`config.mk`:
```
export PLATFORM = sky130hd
export DESIGN_NAME = wb_arbiter_2m
export DESIGN_NICKNAME = d
export VERILOG_FILES = /design/src/rtl/wb_arbiter_2m_pkg.sv /design/src/rtl/wb_arbiter_2m.sv
export SDC_FILE = /design/constraint.sdc
export NUM_CORES = 1
export LEC_CHECK = 0
export ABC_AREA = 0
export ABC_CLOCK_PERIOD_IN_PS = 3700
export CORE_AREA = 2 2 104 106
export DETAILED_ROUTE_END_ITERATION = 10
export DIE_AREA = 0 0 106 108
export PLACE_DENSITY = 0.62
export SLEW_MARGIN = 20
export SYNTH_ARGS = -nofsm -noshare
export SYNTH_HDL_FRONTEND = slang
export SYNTH_SLANG_ARGS = --single-unit
```
`constraint.sdc`:
```
create_clock -name clk -period 3.7 [get_ports clk]
set_input_delay 1.11 -clock clk [delete_from_list [all_inputs] [get_ports clk]]
set_output_delay 1.11 -clock clk [all_outputs]
set_load 0.01 [all_outputs]
```
`src/rtl/wb_arbiter_2m_pkg.sv`:
```
// rtl/wb_arbiter_2m_pkg.sv - shared types for the two-master wishbone arbiter
package wb_arbiter_2m_pkg;

  typedef enum logic [1:0] {
    ST_IDLE = 2'd0,
    ST_GNT0 = 2'd1,
    ST_GNT1 = 2'd2
  } arb_state_t;

  typedef logic mst_idx_t;

  localparam mst_idx_t MST0 = 1'b0;
  localparam mst_idx_t MST1 = 1'b1;

  function automatic arb_state_t gnt_state(input mst_idx_t m);
    return (m == MST1) ? ST_GNT1 : ST_GNT0;
  endfunction

endpackage

```
`src/rtl/wb_arbiter_2m.sv`:
```
// rtl/wb_arbiter_2m.sv - round-robin two-master wishbone classic arbiter with stall watchdog
module wb_arbiter_2m
  import wb_arbiter_2m_pkg::*;
#(
  parameter int DATAW   = 32,
  parameter int ADDRW   = 20,
  parameter int TIMEOUT = 255
) (
  input  logic             clk,
  input  logic             rst,
  input  logic [ADDRW-1:0] wbm0_adr_i,
  input  logic [DATAW-1:0] wbm0_dat_i,
  output logic [DATAW-1:0] wbm0_dat_o,
  input  logic             wbm0_we_i,
  input  logic             wbm0_stb_i,
  input  logic             wbm0_cyc_i,
  output logic             wbm0_ack_o,
  output logic             wbm0_err_o,
  input  logic [ADDRW-1:0] wbm1_adr_i,
  input  logic [DATAW-1:0] wbm1_dat_i,
  output logic [DATAW-1:0] wbm1_dat_o,
  input  logic             wbm1_we_i,
  input  logic             wbm1_stb_i,
  input  logic             wbm1_cyc_i,
  output logic             wbm1_ack_o,
  output logic             wbm1_err_o,
  output logic [ADDRW-1:0] wbs_adr_o,
  output logic [DATAW-1:0] wbs_dat_o,
  input  logic [DATAW-1:0] wbs_dat_i,
  output logic             wbs_we_o,
  output logic             wbs_stb_o,
  output logic             wbs_cyc_o,
  input  logic             wbs_ack_i
);

  arb_state_t r_state;
  mst_idx_t   r_last_gnt;

  logic w_gnt0;
  logic w_gnt1;
  logic w_hold;
  logic w_timeout;

  // r_last_gnt starts at MST1 so master 0 wins the first tie.
  always_ff @(posedge clk) begin
    if (rst) begin
      r_state    <= ST_IDLE;
      r_last_gnt <= MST1;
    end else begin
      case (r_state)
        ST_IDLE: begin
          if (wbm0_cyc_i && (!wbm1_cyc_i || (r_last_gnt == MST1))) begin
            r_state    <= gnt_state(MST0);
            r_last_gnt <= MST0;
          end else if (wbm1_cyc_i) begin
            r_state    <= gnt_state(MST1);
            r_last_gnt <= MST1;
          end
        end
        ST_GNT0: begin
          if (!wbm0_cyc_i) begin
            if (wbm1_cyc_i) begin
              r_state    <= gnt_state(MST1);
              r_last_gnt <= MST1;
            end else begin
              r_state <= ST_IDLE;
            end
          end
        end
        ST_GNT1: begin
          if (!wbm1_cyc_i) begin
            if (wbm0_cyc_i) begin
              r_state    <= gnt_state(MST0);
              r_last_gnt <= MST0;
            end else begin
              r_state <= ST_IDLE;
            end
          end
        end
        default: r_state <= ST_IDLE;
      endcase
    end
  end

  assign w_gnt0 = (r_state == ST_GNT0);
  assign w_gnt1 = (r_state == ST_GNT1);
  assign w_hold = (w_gnt0 && wbm0_cyc_i) || (w_gnt1 && wbm1_cyc_i);

  always_comb begin
    wbs_adr_o  = '0;
    wbs_dat_o  = '0;
    wbs_we_o   = 1'b0;
    wbs_stb_o  = 1'b0;
    wbs_cyc_o  = 1'b0;
    wbm0_dat_o = '0;
    wbm0_ack_o = 1'b0;
    wbm0_err_o = 1'b0;
    wbm1_dat_o = '0;
    wbm1_ack_o = 1'b0;
    wbm1_err_o = 1'b0;
    if (w_gnt0) begin
      wbs_adr_o  = wbm0_adr_i;
      wbs_dat_o  = wbm0_dat_i;
      wbs_we_o   = wbm0_we_i;
      wbs_stb_o  = wbm0_stb_i;
      wbs_cyc_o  = wbm0_cyc_i;
      wbm0_dat_o = wbs_dat_i;
      wbm0_ack_o = wbs_ack_i;
      wbm0_err_o = w_timeout;
    end else if (w_gnt1) begin
      wbs_adr_o  = wbm1_adr_i;
      wbs_dat_o  = wbm1_dat_i;
      wbs_we_o   = wbm1_we_i;
      wbs_stb_o  = wbm1_stb_i;
      wbs_cyc_o  = wbm1_cyc_i;
      wbm1_dat_o = wbs_dat_i;
      wbm1_ack_o = wbs_ack_i;
      wbm1_err_o = w_timeout;
    end
  end

  generate
    if (TIMEOUT > 0) begin : g_wd
      localparam int CNTW = $clog2(TIMEOUT + 1);
      localparam logic [CNTW-1:0] CNT_MAX = CNTW'(TIMEOUT);

      logic [CNTW-1:0] r_wd_cnt;

      // Losing the grant or finishing a beat restarts the stall count.
      always_ff @(posedge clk) begin
        if (rst || !w_hold || !wbs_stb_o || wbs_ack_i || (r_wd_cnt == CNT_MAX)) begin
          r_wd_cnt <= '0;
        end else begin
          r_wd_cnt <= r_wd_cnt + 1'b1;
        end
      end

      assign w_timeout = wbs_stb_o && !wbs_ack_i && (r_wd_cnt == CNT_MAX);
    end else begin : g_no_wd
      assign w_timeout = 1'b0;
    end
  endgenerate

endmodule

```
==> results.rst <==
.. list-table::
   :header-rows: 1

   * - Metric
     - Value
   * - Register-to-Register Path Depth
     - 9
   * - Number of buffers created by CTS
     - 3
   * - Die Height
     - 108 um
   * - Max Cap Viol
     - 0
   * - Post-synth top flop
     - sky130_fd_sc_hd__dfxtp_1
   * - Endpoint kind of the worst setup timing path
     - primary output
   * - Cells taking the most area after synthesis
     - sky130_fd_sc_hd__a22o_1, sky130_fd_sc_hd__and2_1, sky130_fd_sc_hd__dfxtp_1
   * - Remaining antenna violation count after routing
     - 0
   * - Via Count
     - 2752
   * - Number of buffer cells added on primary ports
     - 267
   * - DRC marker count from the first detailed-route iteration
     - 219
   * - Average wire per cell in the routed design
     - 17.0 um
   * - Total routed wire length on the met1 layer
     - 4380 um
   * - Required time worst endpoint
     - 2.59 ns
   * - Number of endpoints failing setup at the final stage
     - 0
   * - Placement-stage worst setup slack
     - -0.0238 ns
   * - Cell type with the largest total area after synthesis
     - sky130_fd_sc_hd__a22o_1
   * - Number of standard-cell rows in the floorplan
     - 37
   * - Final Hold Violating Endpoints
     - 0
   * - Detailed route wirelength on metal2
     - 4960 um
   * - Synth Area per Inst
     - 7.29 um^2
   * - Area Growth Syn to Fin
     - 183%
   * - TritonCTS clock tree
     - yes
   * - Tightest Hold Check Type
     - reg -> reg
   * - Synth unique cells
     - 31
   * - Critical-path maximum fanout
     - 2
   * - Core outline area
     - 10200 um^2
   * - Worst Skew
     - 0.00514 ns
   * - Detailed route wirelength on metal3
     - 1180 um
   * - Via density
     - 4.42
   * - Number of antenna violations at the first check in global routing
     - 0
   * - Area share of the largest cell type after synthesis
     - 0.283
   * - Vias in the first global route
     - 2766
   * - Final nets
     - 638
   * - Run status
     - finished, final reports clean
   * - Final Power
     - 1.29 mW
   * - Final Routed Wirelength
     - 10600 um
   * - Reg2Reg Setup Slack
     - 1.84 ns
   * - DRT Pass-1 Iters
     - 4
   * - Startpoint kind of the worst setup timing path
     - primary input
   * - Number of synthesis warnings
     - 0
   * - Utilization after layout
     - 0.446
   * - Type of the worst setup path
     - in -> out
   * - Initial core utilization
     - 0.158
   * - Share of post-route cells with drive strength above 1
     - 0.0391
   * - Die area
     - 11400 um^2
   * - Total track usage
     - 0.170
   * - Mapped Cells
     - 221
   * - Detailed-route DRC error count
     - 0
   * - Highest routed layer
     - met4
   * - Setup crit start
     - wbm1_stb_i
   * - Clock insertion delay at the later pin of the skew report
     - 0.24 ns
   * - Pin count of the biggest net entering global routing
     - 60
   * - Sequential-to-total area share from yosys stat
     - 0.137
   * - Fmax achieved
     - 274 MHz
   * - Actual transition at the worst max-transition pin
     - 0.455 ns
   * - Headroom to the max-slew limit
     - 0.693
   * - Synth Cell Area
     - 1610 um^2
   * - Sink Count
     - 11
   * - Horiz. Die Dim
     - 106 um
   * - CTS root buf
     - sky130_fd_sc_hd__clkbuf_8
   * - Source of the worst register-to-register timing path
     - r_state[1]
   * - Leak
     - 1.74 nW
   * - Largest vdd supply drop
     - 124 uV
   * - Reg-to-reg endpoint
     - g_wd.r_wd_cnt[3]
   * - Post-synthesis sequential element count
     - 11
   * - Synth cell count leaders
     - sky130_fd_sc_hd__and2_1, sky130_fd_sc_hd__a22o_1, sky130_fd_sc_hd__nand2_1, sky130_fd_sc_hd__dfxtp_1, sky130_fd_sc_hd__nor2_1
   * - Post-detail-place hpwl
     - 8550 um
   * - Unrepaired setup endpoints after global routing
     - no
   * - Data arrival time of the worst path
     - 2.54 ns
   * - Worst setup endpoint
     - wbm0_err_o
   * - Post-Syn Nets
     - 372
   * - Final number of max-transition violations
     - 0
   * - Max clock buf depth
     - 2
   * - Cell with the most instances after synthesis
     - sky130_fd_sc_hd__and2_1
   * - Number of top-level pins
     - 268
   * - Part of the cycle the worst path needs
     - 0.987
   * - Clock slew at the register clock pins of the worst setup and hold paths
     - 0.05 ns
   * - Pwr/cell area
     - 283 nW/um^2
   * - CTS H-Tree Depth
     - 1
   * - Gr ovfl total
     - 0
   * - Clock period minus final worst setup slack
     - 3.65 ns
   * - Global-route wire length before repair
     - 15300 um
   * - Count of hold-fix buffers inserted at cts
     - 0
   * - Final Wtd Congestion
     - 0.855
   * - Min setup slack post-route
     - 0.0473 ns
   * - EDFF count, synth
     - 0
   * - Fraction of registers with async set/reset
     - 0
   * - Antenna diodes
     - 0
-- stage by stage --
step | TNS (ns) | cells | hold slack, ns | cell area (um^2)
2_1_floorplan | 0 | 221 | 0.426 | 1610
3_3_place_gp | 0 | 613 | 0.440 | 4460
3_5_place_dp | -0.0467 | 613 | 0.452 | 4460
4_1_cts | 0 | 621 | 0.465 | 4550
5_1_grt | 0 | 622 | 0.507 | 4560
6_report | 0 | 622 | 0.461 | 4560
-- worst min path at each step --
stage / slack (ns) / endpoint / startpoint / cells past startpoint
6_report: 0.46 / g_wd.r_wd_cnt[0] / g_wd.r_wd_cnt[0] / 1
5_1_grt: 0.51 / g_wd.r_wd_cnt[0] / g_wd.r_wd_cnt[0] / 1
4_1_cts: 0.47 / g_wd.r_wd_cnt[0] / g_wd.r_wd_cnt[0] / 1
3_5_place_dp: 0.45 / g_wd.r_wd_cnt[0] / g_wd.r_wd_cnt[0] / 1
3_3_place_gp: 0.44 / g_wd.r_wd_cnt[0] / g_wd.r_wd_cnt[0] / 1
2_1_floorplan: 0.43 / g_wd.r_wd_cnt[0] / g_wd.r_wd_cnt[0] / 1
-- sequential cells by signal, summed over array words and instances (netlist names) --
signal / cells
r_last_gnt: 1
r_state: 2
g_wd.r_wd_cnt: 8
-- cells by family (layout without fill, tap and decap cells) --
family | Yosys count | after routing | share of synthesized area
AND/OR/NAND/NOR | 105 | 105 | 0.373
buffers and inverters | 26 | 291 | 0.0691
AO/OA/AOI/OAI | 68 | 68 | 0.348
XOR/XNOR | 5 | 5 | 0.0272
flip-flops | 11 | 11 | 0.137
adder cells (fa/ha/maj) | 6 | 6 | 0.0466
-- layout by cell type (no fill, tap or decap), drive strengths merged --
master         instances
a211o                  1
a211oi                 1
a21oi                  6
a221o                  1
a22o                  52
a31oi                  1
and2                  66
and2b                  1
and3                   3
buf                   13
clkbuf                 4
clkdlybuf4s50        265
dfxtp                 11
dlygate4sd2            1
dlymetal6s2s           1
ha                     6
inv                    7
nand2                 12
nand2b                 1
nand3                  3
nand3b                 2
nand4                  1
nor2                  11
nor2b                  2
nor3                   2
nor4bb                 1
o2111ai                1
o21ai                  3
o22ai                  1
o311ai                 1
xnor2                  4
xor2                   1
-- final cells by class --
cell class,instances,area (um^2)
inverters,7,26.3
clock buffers,4,45.0
flip-flops and latches,11,220
fillers,986,5670
repair buffers,280,2810
multi-input cells,184,1290
well taps,136,170
-- timing repair --
item,in CTS,in global routing
gates cloned,0,0
setup buffers,4,1
setup endpoints to repair,12,2
pin swaps,0,1
resized for setup,1,1
-- power breakdown --
group / internal (mW) / switching [mW]
logic: 0.611 / 0.419
clock network: 0.0758 / 0.0470
registers: 0.127 / 0.00984
total: 0.814 / 0.476
-- layer usage --
layer	vias to the layer above	global-route usage
li1	1322	-
met3	6	0.0555
met5	-	0
met1	1242	0.218
met4	0	0.0160
met2	182	0.288
-- worst max-delay path, cell delays in order --
cell and delay [ns]:
sky130_fd_sc_hd__clkdlybuf4s50_1 0.46, sky130_fd_sc_hd__nand3b_1 0.11, sky130_fd_sc_hd__a21oi_2 0.16, sky130_fd_sc_hd__and3_1 0.16, sky130_fd_sc_hd__clkdlybuf4s50_1 0.54
Power figures use the tool's default switching activity.
==> variant 1: new RTL, config.mk and constraints unchanged <==
`ADDRW`: 20 -> 40.
--- a/src/rtl/wb_arbiter_2m.sv
+++ b/src/rtl/wb_arbiter_2m.sv
@@ -5,3 +5,3 @@
   parameter int DATAW   = 32,
-  parameter int ADDRW   = 20,
+  parameter int ADDRW   = 40,
   parameter int TIMEOUT = 255
Interface: changed (resized wbm0_adr_i, wbm1_adr_i and wbs_adr_o); port bits go from 268 to 328. No check against the original RTL was run, so the function may have changed too.
==> variant 1 against the unedited design <==
Synthesized cell count is 11% higher. Final area up 17%. Non-clock buffer count is 55 higher. Power up 16%. Wire length up 24%. Worst setup slack better by 0.10 ns. Area after synthesis rose by 17%. Utilization is 7.4 points higher. Count of clock-buffer cells in the layout did not move. Cell count rose by 12%. Sequential cell count stayed put.
==> variant 1: results (changes against the unedited design) <==
Routing
  • WL final: 13100 um (+24%)
  • Met2 Wirelength: 6500 um (+31%)
  • Initial DRC count: 180 (-18%)
  • Vias per cell: 4.49 (+1.4%)
  • DRT Pass-1 Iters: 5 (+1)
  • Met1 Routed Length: 5080 um (+16%)
  • Met3 WL: 1460 um (+24%)

Timing
  • Crit path time final: 3.55 ns (-0.101 ns)
  • Fin Clk Skew: 0.000945 ns (-0.00420 ns)
  • Worst-Margin Slew: 0.567 ns (+0.112 ns)

Global routing
  • First-pass GRT wire length: 18100 um (+18%)
  • Vias in the first global route: 3141 (+14%)
  • Largest net degree at the start of global routing: 73 (+22%)
  • Gr usage total: 0.207 (+0.0371)

Synth
  • Seq/Total Area, Yosys: 0.117 (-0.0195)
  • Synth Net Count: 437 (+17%)
  • Ranking of synthesized cells by area: a22o_1 (34%), and2_1 (22%), dfxtp_1 (12%)
  • Mux contribution to synthesized area: 0 (unchanged)
  • Xor and xnor fraction of the mapped netlist area: 0.0233 (-0.00389)
  • Post-synth cell types: 34 (+9.7%)
  • Largest family of logic cells by synthesized area: compound AO/OA/AOI/OAI gates
  • Post-synth top cells: a22o_1 (72), and2_1 (66), clkbuf_1 (12), nand2_1 (12)
  • Post-synthesis compound-gate area fraction: 0.393 (+0.0454)
  • Fraction of the mapped netlist area in adder cells: 0.0399 (-0.00666)
  • Top_reg_cell synth: dfxtp_1

Power
  • Pint: 0.000933 W (+15%)
  • VDD IR-drop max: 0.122 mV (-1.8%)
  • Leak: 2.01 nW (+16%)

Place
  • Area after DPL: 5270 sq um (+18%)
  • Dpl hpwl: 11400 um (+33%)
  • Buffers on Ports: 327 (+22%)
  • GPL Wtd Cong: 0.777 (-9.1%)

Final layout
  • Fin nets: 753 (+18%)
  • Fill count: 984 (-0.20%)
  • Layout cells sized above 1: 0.0339 (-0.00523)

Critical path
  • Critical Path Fanout Max: 72 (+70)
  • Crit path DAT: 2.44 ns (-0.10 ns)

Outcome
  • Status: completed
variant 1: final cells by class:
type / count / area [sq um] / area share
Timing Repair Buffer: 335 / 3360 / 0.631
Tap cell: 136 / 170 / 0.0320
Inverter: 7 / 26.3 / 0.00494
Multi-Input combinational cell: 204 / 1500 / 0.282
Clock buffer: 4 / 45.0 / 0.00847
Sequential cell: 11 / 220 / 0.0414
variant 1: power by group through the flow:
stage               combinational, W  sequential [W]  clock (W)
floorplan                   0.000504        0.000137          0
global route                 0.00132        0.000139   0.000128
global placement             0.00124        0.000139          0
detailed placement           0.00124        0.000140          0
finish                       0.00124        0.000138   0.000118
CTS                          0.00125        0.000137   0.000120
variant 1: timing repair:
action	4_1_cts	5_1_grt
setup endpoints to repair	2	33
resized for setup	3	1
cloned	0	0
hold buffers	0	0
endpoints found under the hold margin	0	0
setup buffers	0	0
variant 1: worst paths after layout:
kind,endpoint,slack (ns),cells past startpoint,startpoint
worst min register to register,g_wd.r_wd_cnt[0]$_SDFF_PP0_,0.46,1,g_wd.r_wd_cnt[0]$_SDFF_PP0_
worst max-delay path,wbs_dat_o[8],0.15,6,r_state[0]$_SDFFE_PP0P_
worst min-delay path,g_wd.r_wd_cnt[0]$_SDFF_PP0_,0.46,1,g_wd.r_wd_cnt[0]$_SDFF_PP0_
worst max register to register,g_wd.r_wd_cnt[5]$_SDFF_PP0_,1.82,7,r_state[0]$_SDFFE_PP0P_
variant 1: cell families after synthesis:
group / count (synthesis)
AOI/OAI and AO/OA: 88
xor gates and xnor gates: 5
adders and majority gates: 6
buffers and inverters: 31
DFF: 11
and+or+nand+nor: 105
variant 1: through the flow:
step / hold slack (ns) / instances / power (W) / setup slack [ns]
after floorplan: 0.426 / 246 / 0.000641 / 1.03
after global placement: 0.438 / 693 / 0.00138 / -0.0798
after detailed placement: 0.456 / 693 / 0.00138 / -0.0866
after CTS: 0.468 / 697 / 0.00151 / 0.0181
after global routing: 0.503 / 697 / 0.00159 / 0.00763
final: 0.462 / 697 / 0.00150 / 0.148
variant 1: worst max-delay path: stages, from the launching register on:
cell	delay, ns
dfxtp_1	0.37
inv_1	0.11
ha_1	0.29
nor2b_4	0.21
buf_12	0.29
a22o_1	0.29
clkdlybuf4s50_1	0.63
variant 1: metal layers:
layer / vias up / track usage
met1: 1405 / 0.239
met5: - / 0
met2: 180 / 0.367
met3: 6 / 0.0904
met4: 0 / 0.0207
li1: 1536 / -
==> variant 2: new RTL, config.mk and constraints unchanged <==
Made on the original files. The 3 states of `arb_state_t` get a one-hot encoding in 3 bits.
--- a/src/rtl/wb_arbiter_2m_pkg.sv
+++ b/src/rtl/wb_arbiter_2m_pkg.sv
@@ -3,6 +3,6 @@
 
-  typedef enum logic [1:0] {
-    ST_IDLE = 2'd0,
-    ST_GNT0 = 2'd1,
-    ST_GNT1 = 2'd2
+  typedef enum logic [2:0] {
+    ST_IDLE = 3'b001,
+    ST_GNT0 = 3'b010,
+    ST_GNT1 = 3'b100
   } arb_state_t;
Formal check against the unedited RTL: no difference found for any inputs over 10 cycles, from zero or initial values and one cycle with rst high; not proved beyond that.
==> variant 2 against the unedited design <==
Area after synthesis grew 12%. Final area rose by 1.1%. Worst setup slack improved by 0.090 ns. Maximum frequency up 2.5%. Power down 33%. Largest power group unchanged. Wire length up 6.2%. Sequential cell count is 1 higher. First-iteration DRC count is 12% lower. Register-to-register slack better by 0.11 ns.
==> variant 2: results (changes against the unedited design) <==
Routing
  • Max layer used: met5
  • DRT Pass-1 Iters: 6 (+2)
  • Met1 Routed Length: 4400 um (+0.43%)
  • Met3 WL: 939 um (-20%)
  • Initial DRC count: 193 (-12%)
  • Mean routed wirelength per cell: 18.3 um (+7.5%)

Synth
  • Fraction of the mapped netlist area in adder cells: 0.00695 (-0.0396)
  • Post-synth top cells: and2_1 (66), a22o_1 (55), dfxtp_1 (12), nor2_1 (11), buf_2 (9)
  • Xor and xnor fraction of the mapped netlist area: 0.0243 (-0.00283)
  • Seq/Total Area, Yosys: 0.134 (-0.00313)
  • Synth Net Count: 371 (-0.27%)
  • Ranking of synthesized cells by area: a22o_1 (27%), and2_1 (23%), dfxtp_1 (13%)
  • Netlist Area Pre-Place: 1800 sq um (+12%)
  • Post-synthesis compound-gate area fraction: 0.353 (+0.00544)

Global routing
  • Vias in the first global route: 2594 (-6.2%)
  • Gr usage total: 0.180 (+0.0106)
  • Met2 Usage GRT: 0.320 (+0.0318)
  • First-pass GRT wire length: 16200 um (+5.7%)
  • Largest net degree at the start of global routing: 91 (+52%)
  • Grt met3 use: 0.0597 (+0.00422)

Critical path
  • Reg2reg path depth: 3 (-6)
  • Critical register-to-register path startpoint: r_state[0]$_SDFFE_PP1P_
  • CP peak stage delay: 0.49 ns (-0.05 ns)

Timing
  • Worst-Margin Slew: 0.773 ns (+0.317 ns)
  • Fin Clk Skew: 0.00214 ns (-0.00301 ns)

Power
  • VDD IR-drop max: 0.169 mV (+36%)

Outcome
  • Status: completed

Final layout
  • Top flop regs: g_wd.r_wd_cnt: 8 flops, r_state: 3 flops, r_last_gnt: 1 flops
  • Layout cells sized above 1: 0.0565 (+0.0174)
  • Fin nets: 626 (-1.9%)

CTS
  • # Post-CTS Setup Buffers: 0 (-4)

Place
  • GPL Wtd Cong: 0.835 (-2.4%)
-- variant 2: cell count changes after synthesis, moves of 4 or more --
cell      delta
buf_6        +4
nand2_1      -8
inv_1        -4
ha_1         -5
clkbuf_2     +4
clkbuf_1     -7
-- variant 2: area by class of cell --
class / instances / area (sq um)
well taps: 136 / 170
fillers: 990 / 5620
clock buffers: 3 / 41.3
multi-input cells: 187 / 1420
inverters: 3 / 11.3
repair buffers: 273 / 2730
flip-flops and latches: 12 / 240
-- variant 2: critical path: cells and delay by family --
kind / cells / cell delay [ns]
simple gates: 2 / 0.31
buf+inv: 2 / 0.66
compound gates: 1 / 0.37
-- variant 2: metrics by stage --
step	std cells	setup WS (ns)	hold WS (ns)	util
6_report	614	0.138	0.455	0.451
5_1_grt	614	0.0575	0.480	0.451
3_5_place_dp	611	-0.327	0.446	0.446
2_1_floorplan	225	0.699	0.426	-
3_3_place_gp	611	-0.334	0.440	0.446
4_1_cts	614	0.0263	0.459	0.452
-- variant 2: power breakdown --
group | total [W] | switching (W) | internal (W)
clock | 0.000122 | 0.0000496 | 0.0000719
sequential | 0.000175 | 0.0000344 | 0.000140
combinational | 0.000565 | 0.000211 | 0.000354
total | 0.000861 | 0.000295 | 0.000566
-- variant 2: worst max-delay path by stage --
stage	start	endpoint	slack [ns]	cells past startpoint
detailed placement	wbm1_stb_i	wbm0_err_o	-0.33	5
finish	wbm0_stb_i	wbm1_err_o	0.14	5
global placement	wbm1_stb_i	wbm0_err_o	-0.33	5
global route	wbm1_stb_i	wbm1_err_o	0.06	5
CTS	wbm1_stb_i	wbm0_err_o	0.03	5
floorplan	wbm1_stb_i	wbm0_err_o	0.70	3
-- variant 2: repair_timing --
item,CTS,global route
gates resized for setup,10,2
pin swaps,1,1
endpoints found under the setup margin,2,2
